File: src/rtl/noc_pkg.sv
// Shared definitions for the router datapath blocks: the wormhole demux
// state encoding and the one-hot legality check used on select vectors.
package noc_pkg;

   // Widest select vector the legality check is able to examine.
   localparam int MAX_OUT = 64;

   // Wormhole route state: IDLE waits for a head, LOCKED follows route_q.
   typedef enum logic {
      IDLE   = 1'b0,
      LOCKED = 1'b1
   } demux_state_t;

   // True when exactly one bit of the (zero-extended) select vector is set.
   // Clearing the lowest set bit leaves zero only for a single set bit.
   function automatic logic is_onehot(input logic [MAX_OUT-1:0] vec);
      logic [MAX_OUT-1:0] lowest_cleared;
      lowest_cleared = vec & (vec - MAX_OUT'(1));
      return (vec != '0) && (lowest_cleared == '0);
   endfunction

endpackage : noc_pkg

File: src/rtl/demux_out_slot.sv
// One-entry output register for a single demux port. Holds one flit with
// its valid flag; data reads as zero whenever the slot is empty so that
// idle ports never show stale payload downstream.
module demux_out_slot #(
   parameter int DATA_WIDTH = 32
) (
   input  logic                  clk,
   input  logic                  rst,
   input  logic                  wr_en,
   input  logic [DATA_WIDTH-1:0] wr_data,
   input  logic                  ready,
   output logic [DATA_WIDTH-1:0] data,
   output logic                  valid,
   output logic                  free
);

   // The slot can take a new flit when it is empty or is draining this cycle.
   assign free = !valid || ready;

   // Load on write (even while draining), otherwise clear to zero on drain.
   always_ff @(posedge clk) begin
      if (rst) begin
         valid <= 1'b0;
         data  <= '0;
      end else if (wr_en) begin
         valid <= 1'b1;
         data  <= wr_data;
      end else if (valid && ready) begin
         valid <= 1'b0;
         data  <= '0;
      end
   end

endmodule : demux_out_slot

File: src/rtl/flit_demux_n.sv
// Flow-controlled 1-to-N wormhole flit demultiplexer. The output port is
// chosen by a one-hot select on the head flit, locked into route_q, and
// held for all following flits up to and including the tail. Each port has
// its own registered slot, so a stall on one port only throttles the input
// while that port is the current target.
module flit_demux_n
   import noc_pkg::*;
#(
   parameter int DATA_WIDTH = 32,
   parameter int NUM_OUT    = 4
) (
   input  logic                          clk,
   input  logic                          rst,
   input  logic [NUM_OUT-1:0]            sel,
   input  logic [DATA_WIDTH-1:0]         data_i,
   input  logic                          valid_i,
   input  logic                          head_i,
   input  logic                          tail_i,
   output logic                          ready_o,
   output logic [NUM_OUT*DATA_WIDTH-1:0] data_o,
   output logic [NUM_OUT-1:0]            valid_o,
   input  logic [NUM_OUT-1:0]            ready_i,
   output logic                          err_o
);

   demux_state_t       state;
   logic [NUM_OUT-1:0] route_q;
   logic [MAX_OUT-1:0] sel_ext;
   logic               legal_head;
   logic               route_ok;
   logic               accept;
   logic               discard;
   logic [NUM_OUT-1:0] target;
   logic [NUM_OUT-1:0] slot_free;
   logic [NUM_OUT-1:0] wr_en;

   // Zero-extend the select so the shared legality check sees a fixed width.
   always_comb begin
      sel_ext                = '0;
      sel_ext[NUM_OUT-1:0]   = sel;
   end

   // Classify the offered flit and pick the port it would be written to.
   // In LOCKED every flit follows route_q regardless of head_i or sel; in
   // IDLE only a head with a single select bit has a destination.
   always_comb begin
      legal_head = head_i && is_onehot(sel_ext);
      if (state == LOCKED) begin
         route_ok = 1'b1;
         target   = route_q;
      end else begin
         route_ok = legal_head;
         target   = legal_head ? sel : '0;
      end
   end

   // Input accept: a routable flit waits for its own slot; a flit that will
   // be discarded is always taken so that the input never deadlocks on it.
   always_comb begin
      if (route_ok) begin
         ready_o = |(target & slot_free);
      end else begin
         ready_o = 1'b1;
      end
   end

   assign accept  = valid_i && ready_o;
   assign discard = accept && !route_ok;
   assign wr_en   = (accept && route_ok) ? target : '0;

   // Route state machine, route register and registered error pulse.
   always_ff @(posedge clk) begin
      if (rst) begin
         state   <= IDLE;
         route_q <= '0;
         err_o   <= 1'b0;
      end else begin
         err_o <= discard;
         case (state)
            IDLE: begin
               if (accept && legal_head) begin
                  route_q <= sel;
                  if (!tail_i) begin
                     state <= LOCKED;
                  end
               end
            end
            LOCKED: begin
               if (accept && tail_i) begin
                  state <= IDLE;
               end
            end
            default: begin
               state <= IDLE;
            end
         endcase
      end
   end

   // One registered output slot per port, packed onto the flat output bus.
   for (genvar k = 0; k < NUM_OUT; k++) begin : g_slot
      demux_out_slot #(
         .DATA_WIDTH(DATA_WIDTH)
      ) u_slot (
         .clk    (clk),
         .rst    (rst),
         .wr_en  (wr_en[k]),
         .wr_data(data_i),
         .ready  (ready_i[k]),
         .data   (data_o[k*DATA_WIDTH +: DATA_WIDTH]),
         .valid  (valid_o[k]),
         .free   (slot_free[k])
      );
   end

endmodule : flit_demux_n
File: config.mk
export PLATFORM = sky130hd
export DESIGN_NAME = flit_demux_n
export DESIGN_NICKNAME = d
export VERILOG_FILES = /design/src/rtl/noc_pkg.sv /design/src/rtl/demux_out_slot.sv /design/src/rtl/flit_demux_n.sv
export SDC_FILE = /design/constraint.sdc
export NUM_CORES = 1
export LEC_CHECK = 0
export CORE_ASPECT_RATIO = 0.5
export CORE_MARGIN = 1.5
export CORE_UTILIZATION = 30
export CTS_BUF_LIST = sky130_fd_sc_hd__clkbuf_8 sky130_fd_sc_hd__clkbuf_16
export CTS_CLUSTER_SIZE = 30
export DETAILED_ROUTE_END_ITERATION = 8
export PLACE_DENSITY_LB_ADDON = 0.2
export SETUP_SLACK_MARGIN = 0.05
export SYNTH_ARGS = -nofsm -noshare
export SYNTH_HDL_FRONTEND = slang
export SYNTH_SLANG_ARGS = --single-unit
export TNS_END_PERCENT = 10
File: constraint.sdc
create_clock -name clk -period 1.74 [get_ports clk]
set_input_delay 0.348 -clock clk [delete_from_list [all_inputs] [get_ports clk]]
set_output_delay 0.348 -clock clk [all_outputs]
set_load 0.005 [all_outputs]
==> metrics.txt <==
# TYPE chip_impl_metric gauge
chip_impl_info{name="result_of_the_run",value="finished, violations left"} 1
chip_impl_info{name="violations_in_the_final_reports",value="negative setup slack"} 1
chip_impl_info{name="cts-root-buf",value="sky130_fd_sc_hd__clkbuf_16"} 1
chip_impl_metric{name="h_tree_depth_reported_by_cts",unit=""} 4
chip_impl_metric{name="first_global_vias",unit=""} 4514
chip_impl_metric{name="wire_per_inst",unit="µm"} 16.7
chip_impl_metric{name="max-clock-path-buffers",unit=""} 2
chip_impl_metric{name="drt_drc_violations_left",unit=""} 0
chip_impl_metric{name="power.share.combinational",unit="%"} 6.6
chip_impl_metric{name="area_used_by_multi_input_combinational_logic",unit="µm²"} 2540
chip_impl_metric{name="floorplan.die_area",unit="µm²"} 19000
chip_impl_info{name="type_of_the_setup_path_with_the_least_slack",value="flop to flop"} 1
chip_impl_metric{name="totalWireLength",unit="µm"} 16600
chip_impl_metric{name="place_congestion",unit=""} 0.778
chip_impl_info{name="setup_repair_after_global_routing_missed_its_margin",value="true"} 1
chip_impl_metric{name="post_route_cells_drive_above_1_share",unit="%"} 14.4
chip_impl_metric{name="start_util",unit="%"} 31.0
chip_impl_metric{name="worst-slew-pin-transition",unit="ns"} 0.378
chip_impl_metric{name="synth.distinct_cells",unit=""} 31
chip_impl_metric{name="cts_inserted_buffers",unit=""} 17
chip_impl_metric{name="max_stage_delay",unit="ns"} 0.52
chip_impl_metric{name="timing.critical_path.arrival",unit="ns"} 2.41
chip_impl_info{name="worst_path_dominant_cell_family",value="simple AND/OR/NAND/NOR gates"} 1
chip_impl_metric{name="timing.critical_path.buf_inv",unit=""} 2
chip_impl_metric{name="power.density_cell_area",unit="nW/µm²"} 888
chip_impl_metric{name="synth-seq-area-share",unit="%"} 50.9
chip_impl_metric{name="syn_nets",unit=""} 572
chip_impl_info{name="most_common_cell_after_layout_fill_and_taps_aside",value="sky130_fd_sc_hd__clkdlybuf4s50_1"} 1
chip_impl_metric{name="postSynthCellCount",unit=""} 527
chip_impl_metric{name="final_hold_slack",unit="ns"} 0.326
chip_impl_metric{name="cellLeakagePower",unit="nW"} 3.09
chip_impl_metric{name="final.setup_skew",unit="ns"} 0.00842
chip_impl_info{name="min_delay_path_class",value="input pin to flop"} 1
chip_impl_metric{name="num_rows",unit=""} 34
chip_impl_metric{name="die-height",unit="µm"} 98.1
chip_impl_metric{name="switchingPower",unit="mW"} 1.65
chip_impl_metric{name="synth.avg_cell_area",unit="µm²"} 10.3
chip_impl_metric{name="sinks_on_clock_net",unit=""} 138
chip_impl_metric{name="synth.yosys.warnings",unit=""} 0
chip_impl_metric{name="drv_cap",unit=""} 0
chip_impl_metric{name="final_nets",unit=""} 789
chip_impl_metric{name="track_usage",unit="%"} 17.1
chip_impl_metric{name="fillers",unit=""} 1656
chip_impl_metric{name="fmax",unit="GHz"} 0.483
chip_impl_metric{name="finish.cell_count_without_fillers",unit=""} 992
chip_impl_metric{name="power.switching_fraction",unit="%"} 21.4
chip_impl_info{name="crit_path_start_kind",value="flop"} 1
chip_impl_metric{name="route.detailed.vias_per_inst",unit=""} 4.43
chip_impl_metric{name="cellInternalPower",unit="mW"} 6.06
chip_impl_metric{name="detailedRoute.firstPassIterationCount",unit=""} 4
chip_impl_metric{name="maxSlewViolCount",unit=""} 0
chip_impl_metric{name="antenna_left",unit=""} 0
chip_impl_metric{name="drt-initial-drc-count",unit=""} 119
chip_impl_metric{name="critPathRequiredTime",unit="ns"} 2.07
chip_impl_metric{name="finalPower",unit="mW"} 7.72
chip_impl_metric{name="postLayoutCoreUtil",unit="%"} 49.6
chip_impl_metric{name="area_growth",unit="%"} 60.1
chip_impl_metric{name="cts-hold-fix-buffers",unit=""} 0
chip_impl_info{name="worstSetupEndpointType",value="flop"} 1
chip_impl_metric{name="grt_first_pass_wirelength",unit="µm"} 25300
chip_impl_metric{name="p_clk_share",unit="%"} 51.9
chip_impl_metric{name="postSynthRegisterBits",unit=""} 138
chip_impl_metric{name="number_of_antenna_violations_at_the_first_check_in_global_routing",unit=""} 0
chip_impl_metric{name="design.core.area",unit="µm²"} 17500
chip_impl_metric{name="seqPwrFrac",unit="%"} 41.5
chip_impl_metric{name="detailedPlacementHpwl",unit="µm"} 11100
chip_impl_info{name="timing.critical_path.cells",value="buf_6 > or4b_4 > o21ai_4 > nand2_2 > nor2_4 > clkbuf_16 > mux2i_1"} 1
chip_impl_metric{name="port-buffer-count",unit=""} 178
chip_impl_metric{name="netlist_area",unit="µm²"} 5430
chip_impl_metric{name="cp_max_fo",unit=""} 12
chip_impl_metric{name="min_period_over_period",unit="%"} 119
chip_impl_metric{name="setup_viol_count_final",unit=""} 131
chip_impl_metric{name="fin_setup_tns",unit="ns"} -24.56
chip_impl_info{name="commonest_non_fill_non_tap_cells_in_the_layout",value="165 x sky130_fd_sc_hd__clkdlybuf4s50_1, 136 x sky130_fd_sc_hd__nand2_1, 135 x sky130_fd_sc_hd__dfxtp_1, 134 x sky130_fd_sc_hd__mux2i_1, 44 x sky130_fd_sc_hd__nand2b_1"} 1
chip_impl_metric{name="hold_violations",unit=""} 0
chip_impl_metric{name="sequential_cell_area",unit="µm²"} 2770
chip_impl_metric{name="floorplan.io_pins",unit=""} 179
chip_impl_metric{name="globalRoute.totalOverflow",unit=""} 0
chip_impl_metric{name="slew-limit-headroom",unit="%"} 74.6
chip_impl_metric{name="die-width",unit="µm"} 193
chip_impl_metric{name="worst_skew_pair.late_latency",unit="ns"} 0.40
chip_impl_metric{name="grt_start_max_net_pins",unit=""} 33
chip_impl_metric{name="vias",unit=""} 4397
chip_impl_metric{name="dp.cells",unit=""} 951
chip_impl_metric{name="final.setup.worst_slack",unit="ns"} -0.331
chip_impl_info{name="cts_tree",value="done"} 1
chip_impl_metric{name="vdd_ir_drop_max",unit="µV"} 707
chip_impl_metric{name="finalCriticalPeriod",unit="ns"} 2.07
chip_impl_metric{name="clkSlewWorstSetupHoldPaths",unit="ns"} 0.06
chip_impl_info{name="worst_path_max_delay_cell",value="sky130_fd_sc_hd__or4b_4"} 1
[cell usage after synthesis, drive strengths merged]
cell	n	area [µm²]
o21ba	2	20.0
clkbuf	18	67.6
nand2	138	518
a211oi	2	15.0
nand2b	44	275
nor2b	3	21.3
inv	2	7.51
a221oi	1	26.3
mux2i	134	1340
nand4b	1	8.76
a21oi	9	60.1
o21bai	1	7.51
dfxtp	138	2760
buf	17	165
and3b	1	8.76
or4b	1	10.0
o21ai	4	20.0
o22ai	1	6.26
nor3b	3	27.5
a32o	1	11.3
nor4b	1	8.76
nand3	1	5.00
a22o	1	8.76
nor2	3	26.3
[routing by layer]
layer	vias to the layer above	routed length, µm	track usage (%)
li1	2193	-	-
met1	2112	7950	21.9
met2	81	7870	28.7
met3	11	645	4.25
met4	0	140	4.95
met5	-	0	0
[timing repair]
item	CTS	global route
pin swaps	5	3
gates resized for setup	31	7
setup buffers	5	1
cloned	2	3
setup endpoints to repair	140	138
[sequential cells by signal (all words and copies together) (netlist names)]
name and flops:
g_slot.u_slot.valid 4, route_q 4, state 1, g_slot.u_slot.data 128, err_o 1
[path summary, 6_finish.rpt]
| kind | slack (ns) | start | to | depth (start not counted) |
|---|---|---|---|---|
| hold reg to reg | 0.45 | g_slot[0].u_slot.data[0]$_SDFFE_PP0P_ | g_slot[0].u_slot.data[0]$_SDFFE_PP0P_ | 2 |
| hold / removal | 0.33 | rst | g_slot[0].u_slot.valid$_SDFFE_PP0P_ | 2 |
| setup reg to reg | -0.33 | state$_SDFF_PP0_ | g_slot[1].u_slot.data[28]$_SDFFE_PP0P_ | 7 |
| setup / recovery | -0.33 | state$_SDFF_PP0_ | g_slot[1].u_slot.data[28]$_SDFFE_PP0P_ | 7 |
[cell type report]
cell class | count | share of cell area [%]
clock buffer | 19 | 5.21
inverter | 2 | 0.0864
multi-input combinational | 352 | 29.2
antenna | 1 | 0.0288
clock inverter | 13 | 2.30
tap | 234 | 3.37
timing repair buffer | 233 | 27.9
sequential | 138 | 31.9
[power by group through the flow]
stage                     combinational [mW]  sequential (mW)  clock, mW
after global placement                 0.502             3.27          0
after floorplan                        0.199             3.27          0
final                                  0.513             3.20       4.00
after CTS                              0.515             3.20       4.07
after detailed placement               0.506             3.27          0
after global routing                   0.553             3.20       4.22
[stage by stage]
step	cell area (µm²)	setup WS, ns
3_3_place_gp	7810	-0.744
4_1_cts	8620	-0.309
2_1_floorplan	5440	-0.0511
6_report	8690	-0.331
3_5_place_dp	7810	-0.762
5_1_grt	8690	-0.429
[cells by family (layout without fill, tap and decap cells)]
group | Yosys count | count (layout) | share of synthesized area (%)
AOI/OAI and AO/OA | 22 | 22 | 3.23
DFF | 138 | 138 | 50.9
buffers and inverters | 37 | 267 | 4.42
muxes | 134 | 134 | 24.7
other | 0 | 1 | 0
and+or+nand+nor | 196 | 196 | 16.8
Note: power is estimated with default switching activity, not from simulation.
